## src/rtl/systolic_skew_buffer.sv

```systemverilog
// Multi-lane skew/deskew delay line for the edges of a systolic array.
// Lane k is a chain of D(k) {valid,data} registers, where
//   SKEW_DIR=0: D(k) = BASE + STEP*k              (staircase skew in front of the PEs)
//   SKEW_DIR=1: D(k) = BASE + STEP*(LANES-1-k)    (deskew behind the PEs)
// All lanes advance together on en, flush together on clr, and outputs come straight
// from the last register of each chain.
module systolic_skew_buffer #(
    parameter int LANES      = 16,
    parameter int LANE_WIDTH = 16,
    parameter int BASE       = 1,
    parameter int STEP       = 1,
    parameter int SKEW_DIR   = 0
) (
    input  logic                        clk,
    input  logic                        rst_n,
    input  logic                        clr,
    input  logic                        en,
    input  logic                        in_valid,
    input  logic [LANES*LANE_WIDTH-1:0] in_data,
    output logic [LANES-1:0]            out_valid,
    output logic [LANES*LANE_WIDTH-1:0] out_data,
    output logic                        busy
);

    // Per-lane "any valid in flight" flags, OR-reduced into busy.
    logic [LANES-1:0] lane_busy;

    for (genvar k = 0; k < LANES; k++) begin : g_lane
        localparam int DEPTH = (SKEW_DIR != 0) ? BASE + STEP * (LANES - 1 - k)
                                               : BASE + STEP * k;

        logic [DEPTH-1:0]      vld_q;
        logic [LANE_WIDTH-1:0] dat_q [DEPTH];
        logic [LANE_WIDTH-1:0] lane_in;

        assign lane_in = in_data[k*LANE_WIDTH +: LANE_WIDTH];

        // Shift chain: reset/flush clears every stage, en advances, otherwise hold.
        // Data is zeroed on entry when invalid, so every stage holds 0 whenever its
        // valid bit is 0 and the output needs no masking logic after the register.
        always_ff @(posedge clk or negedge rst_n) begin
            if (!rst_n) begin
                vld_q <= '0;
                // NOTE: the data stages are reset along with the valids (this is a
                // register chain, not a RAM), which is what guarantees out_data=0 while
                // out_valid=0 straight out of reset.
                for (int j = 0; j < DEPTH; j++) dat_q[j] <= '0;
            end else if (clr) begin
                vld_q <= '0;
                for (int j = 0; j < DEPTH; j++) dat_q[j] <= '0;
            end else if (en) begin
                // NOTE: non-blocking assignments make every stage sample the old value
                // of its predecessor, so the loop order does not matter.
                for (int j = DEPTH - 1; j >= 1; j--) begin
                    vld_q[j] <= vld_q[j-1];
                    dat_q[j] <= dat_q[j-1];
                end
                vld_q[0] <= in_valid;
                dat_q[0] <= in_valid ? lane_in : '0;
            end
        end

        assign out_valid[k]                          = vld_q[DEPTH-1];
        assign out_data[k*LANE_WIDTH +: LANE_WIDTH]  = dat_q[DEPTH-1];
        assign lane_busy[k]                          = |vld_q;
    end

    assign busy = |lane_busy;

endmodule
```

## config.mk

```make
export PLATFORM = sky130hd
export DESIGN_NAME = systolic_skew_buffer
export DESIGN_NICKNAME = d
export VERILOG_FILES = /design/src/rtl/systolic_skew_buffer.sv
export SDC_FILE = /design/constraint.sdc
export NUM_CORES = 2
export LEC_CHECK = 0
export BUFFER_PORTS_ARGS = -buffer_cell sky130_fd_sc_hd__buf_4
export CAP_MARGIN = 20
export CELL_PAD_IN_SITES_DETAIL_PLACEMENT = 1
export CELL_PAD_IN_SITES_GLOBAL_PLACEMENT = 1
export CORE_MARGIN = 5
export CORE_UTILIZATION = 35
export CTS_CLUSTER_SIZE = 12
export DETAILED_ROUTE_END_ITERATION = 8
export GPL_TIMING_DRIVEN = 0
export HOLD_SLACK_MARGIN = 0.12
export PLACE_DENSITY = 0.61
export SKIP_LAST_GASP = 1
export SLEW_MARGIN = 15
export SYNTH_ARGS = -nofsm -noshare
export SYNTH_HDL_FRONTEND = slang
export SYNTH_SLANG_ARGS = --single-unit
```

## constraint.sdc

```tcl
create_clock -name clk -period 0.9 [get_ports clk]
set_input_delay 0.18 -clock clk [delete_from_list [all_inputs] [get_ports clk]]
set_output_delay 0.18 -clock clk [all_outputs]
set_load 0.02 [all_outputs]
```

# Yosys cells after proc, flatten, opt, wreduce, memory -nomap -nowiden
# Cells that the tools add are included.
# word_totals
register_bits	2312
input_bits	261
wordCells	234
# classes
reduce_logical	2
n_mux	80
# op_table
operator	n
$mux W256	2
$mux W240	2
$mux W224	2
$mux W208	2
$mux W192	2
$mux W176	2
$mux W16	20
$mux W160	2
$mux W144	2
$mux W128	2
$mux W112	2
$mux W96	2
$mux W80	2
$reduce_or A136 Y1	1
$mux W64	2
$mux W48	2
$mux W32	2
$mux W15	2
$mux W14	2
$mux W13	2
$mux W12	2
$mux W11	2
$mux W10	2
$mux W9	2
9 further kinds	17

# Logic depth before layout (Yosys ltp)
# depth
ltp_word	3
ltp_mapped	6

# Worst setup path after synthesis
# No wires, ideal clock.
# synth_path
path_kind	flip-flop to output port
from	reg g_lane[2].vld_q[1]
to	out busy
path_stages_with_launch	3
t_arrival_ps	999
n_path_buf	0
required_time_ps	720
path_slack_ps	-279
path_cell_list	dfrtp_1 -> nor4_1 -> nand4_1
# synth_between
elab_chain_len	1
# synth_rtl
item	line_no	source
start: declaration	32	logic [DEPTH-1:0] vld_q;
start signal: indexed assignment	55	vld_q[j] <= vld_q[j-1];
$reduce_or A136 Y1	68	assign busy = |lane_busy;
end: declaration	22	output logic busy
# No other way between the ends.

# Worst setup path in the final report
# layout_path
from	reg g_lane[1].vld_q[0]
to	out busy
# layout_between
elab_chain_len	1
# layout_rtl
item	line_no	source
start: declaration	32	
start signal: indexed assignment	55	
start signal: assignment	58	vld_q[0] <= in_valid;
$reduce_or A136 Y1	68	
# No other way between the ends.

==> impl_results.md <==
- Worst setup SP type: flip-flop
- Period utilization: 2.60
- Startpoint of the most critical setup path: g_lane[1].vld_q[0]
- Quantity of I/O buffers inserted on ports: 533
- Maximum vdd drop: approximately 0.0019 V
- Total number of vias: 56.6k
- Standard-cell rows: 184
- Post-layout net count: approximately 8.6k
- Avg WL per Cell: 21.2 um
- Crit Path Max Fanout: 2
- Highest Clock Rate: 0.428 GHz
- Multiplexer share of the synthesized area: 0.218
- Remaining DRCs: 0
- Largest area contributor in the synthesized netlist: dfrtp_1
- Half-perimeter wire length of the detailed placement result: about 170 mm
- Main combinational cell family by area after synthesis: multiplexers
- Synth Instances: 7,054
- Height of the chip: 513 um
- Number of fillers in the final layout: ~26k
- Beginning of the worst register-to-register path: g_lane[12].vld_q[11]
- Post-layout util: 0.451
- Setup TNS after final layout: -1638.96 ns
- Count of boundary I/O pins: about 530
- Initial Util: 0.352
- Final number of hold-violating endpoints: 0
- Post-DP Area: 98,300 um2
- Period minus WS final: 2.34 ns
- Die X: 513 um
- GRT Resource Usage Total: 0.188
- CTS Root Cell: clkbuf_16
- Element type at the critical path end: primary output
- Standby leakage power: just under 60 nW
- Mapped Avg Cell Area: roughly 13 um2
- Final WL: between 200 and 300 mm
- Worst endpoint required time: just over 0.7 ns
- Maximum root-to-sink buffer count: 3
- Design Area, Final: between 100,000 and 150,000 um2
- Max transition margin: 0.299
- Class of the most critical hold timing path: primary input to flip-flop
- Synth top area share: 0.619
- Clock tree from TritonCTS: built
- Starting DRC count in detailed routing: about 2.8k
- Largest net degree at the start of global routing: about 160
- Vias in the first global route: between 60k and 70k
- TritonCTS Buffers: 237
- Die Area: between 200,000 and 300,000 um2
- Simple-gate portion of the synthesized area: 0.0824
- Syn. warnings: 0
- Total nets after synthesis: between 7k and 8k
- Core area: about 250,000 um2
- Post-Synth Adder-Cell Area: 0
- Dpl cells: roughly 11k
- Leading cell types by total area after synthesis: dfrtp_1, mux2i_1, nor2_1
- Violated checks: negative setup slack
- Worst reg-to-reg path cell count: 4
- Xor and xnor fraction of the mapped netlist area: 0
- Complex-gate fraction of the synthesized area: 0.0254
- Final GP Congestion: approximately 0.77
- Post-synthesis sequential area ratio: 0.619
- Instance count along the most critical hold path: 6
- Clock-pin slew on the worst setup and hold paths: roughly 0.06 ns
- Final number of max-transition violations: 0
- Number of nets with antenna violations after detailed routing: 0
- Cell variety after synth: 14
- Final Power: around 210 mW
- Share of cells above drive strength 1: 0.191
- Flip-flop and latch count after synthesis: 2,192
- Result of the run: complete, but fails checks
- Area of the multi-input gates: 29,000 um2
- Cell area after synthesis: ~89,000 um2
- Initial antenna violation count: 17
- Maximum level of the CTS H-tree: 4
- CP arrival: approximately 2.2 ns
- Non-Filler Instances: between 10k and 15k
- Number of search-and-repair iterations in the first detailed-routing pass: 7
- Layout overhead on the synthesized area: 27.9%
- Routed vias/inst: around 4.8
- Combined flip-flop and latch cell area: 54,900 um2
- Origin of the worst min-delay path: en
- Slew @ Worst Pin: between 1 and 1.5 ns
- Global-route wire length before repair: about 400 mm
- P per Cell Area: 1890 nW/um2
- Kind of critical path: flip-flop to primary output
- Crit path setup slack, layout: -1.44 ns
- Max Cap Violations: 0
- Number of setup violations in the final report: between 3k and 4k
- Insertion delay of the later-clocked pin in the worst-skew pair: roughly 0.86 ns
- Grt total ovfl: 0
- Final worst clock skew: 0.0528 ns
- RSZ-0062 raised after global routing: true
- CTS sink count: ~2.2k
-- cells in the mapped netlist --
master       n
dfrtp_1   2192
nor2_1    1936
mux2i_1   1935
buf_4      298
a22o_1     256
buf_2      155
clkbuf_1   151
buf_6      109
buf_1       14
nor4_1       4
a21o_1       1
and3b_1      1
buf_8        1
nand4_1      1
-- kinds of logic (layout without fill, tap and decap cells) --
family                 count (synthesis)  in the layout
DFF                                 2192           2192
and+or+nand+nor                     1942           1942
AOI/OAI and AO/OA                    257            257
buffers and inverters                728           2232
other                                  0             11
muxes                               1935           1935
-- cell usage in the layout (no fill, tap or decap), types with 6 or more instances in the layout --
cell type / n
dlygate4sd3_1: 507
clkinv_2: 31
dfrtp_1: 2152
buf_4: 507
buf_2: 127
clkbuf_16: 256
mux2i_1: 1935
buf_6: 316
a22o_1: 256
bufinv_16: 14
diode_2: 11
bufbuf_16: 10
dfrtp_2: 37
buf_1: 9
clkinv_8: 7
clkbuf_4: 6
buf_16: 22
buf_12: 18
clkbuf_2: 75
clkbuf_1: 128
nor2_1: 1935
buf_8: 113
clkbuf_8: 72
-- registers in the layout (all words and copies together) (netlist names) --
signal and flops:
g_lane.vld_q 16, out_data 240, g_lane.dat_q 1936
-- layout make-up --
| class | count | area share |
|---|---|---|
| clock buffer | 368 | 0.0628 |
| antenna | 11 | 0.000243 |
| timing repair buffer | 1292 | 0.115 |
| tap | 3348 | 0.0370 |
| buffer | 506 | 0.0369 |
| clock inverter | 66 | 0.00777 |
| sequential | 2192 | 0.484 |
| multi-input combinational | 4134 | 0.255 |
-- metal layers --
layer	global-route usage	up-vias	share of wire
li1	-	26190	-
met1	0.252	29285	0.45
met2	0.319	802	0.49
met3	0.0255	365	0.029
met4	0.0538	0	0.029
met5	0	-	0
-- power breakdown --
part           switching, mW  internal (mW)  total [mW]
clock                   40.9           58.2        99.1
combinational           8.39           6.57        15.0
sequential             0.664           99.4         100
-- per-stage QoR --
stage	worst slack (ns)	hold WS (ns)
6_report	-1.44	0.146
5_1_grt	-1.58	0.0961
4_1_cts	-1.60	-0.0763
3_5_place_dp	-2.52	0.168
3_3_place_gp	-30.43	0.398
2_1_floorplan	-0.254	-0.116
-- worst max-delay path: stages (launching register included) --
cell	delay (ns)
dfrtp_2	0.50
nor4_2	0.30
buf_4	0.20
nand4_1	0.12
buf_6	0.17
-- what timing repair did --
item / CTS / global route
endpoints found under the hold margin: 1409 / 485
gates resized for setup: 316 / 45
cloned: 15 / 22
setup buffers: 143 / 55
endpoints found under the setup margin: 3107 / 3524
hold buffers: 505 / 3
pin swaps: 2 / 1
-- path summary, 6_finish.rpt --
| path | slack [ns] | end |
|---|---|---|
| min | 0.15 | g_lane[4].dat_q[38] |
| min reg2reg | 0.48 | g_lane[6].dat_q[55] |
| max | -1.44 | busy |
| max reg2reg | -0.37 | g_lane[13].vld_q[12] |
| max in group asynchronous | -0.86 | g_lane[13].dat_q[219] |
| min in group asynchronous | 0.38 | g_lane[11].dat_q[169] |
No activity file was read; power rests on OpenSTA's default activity.
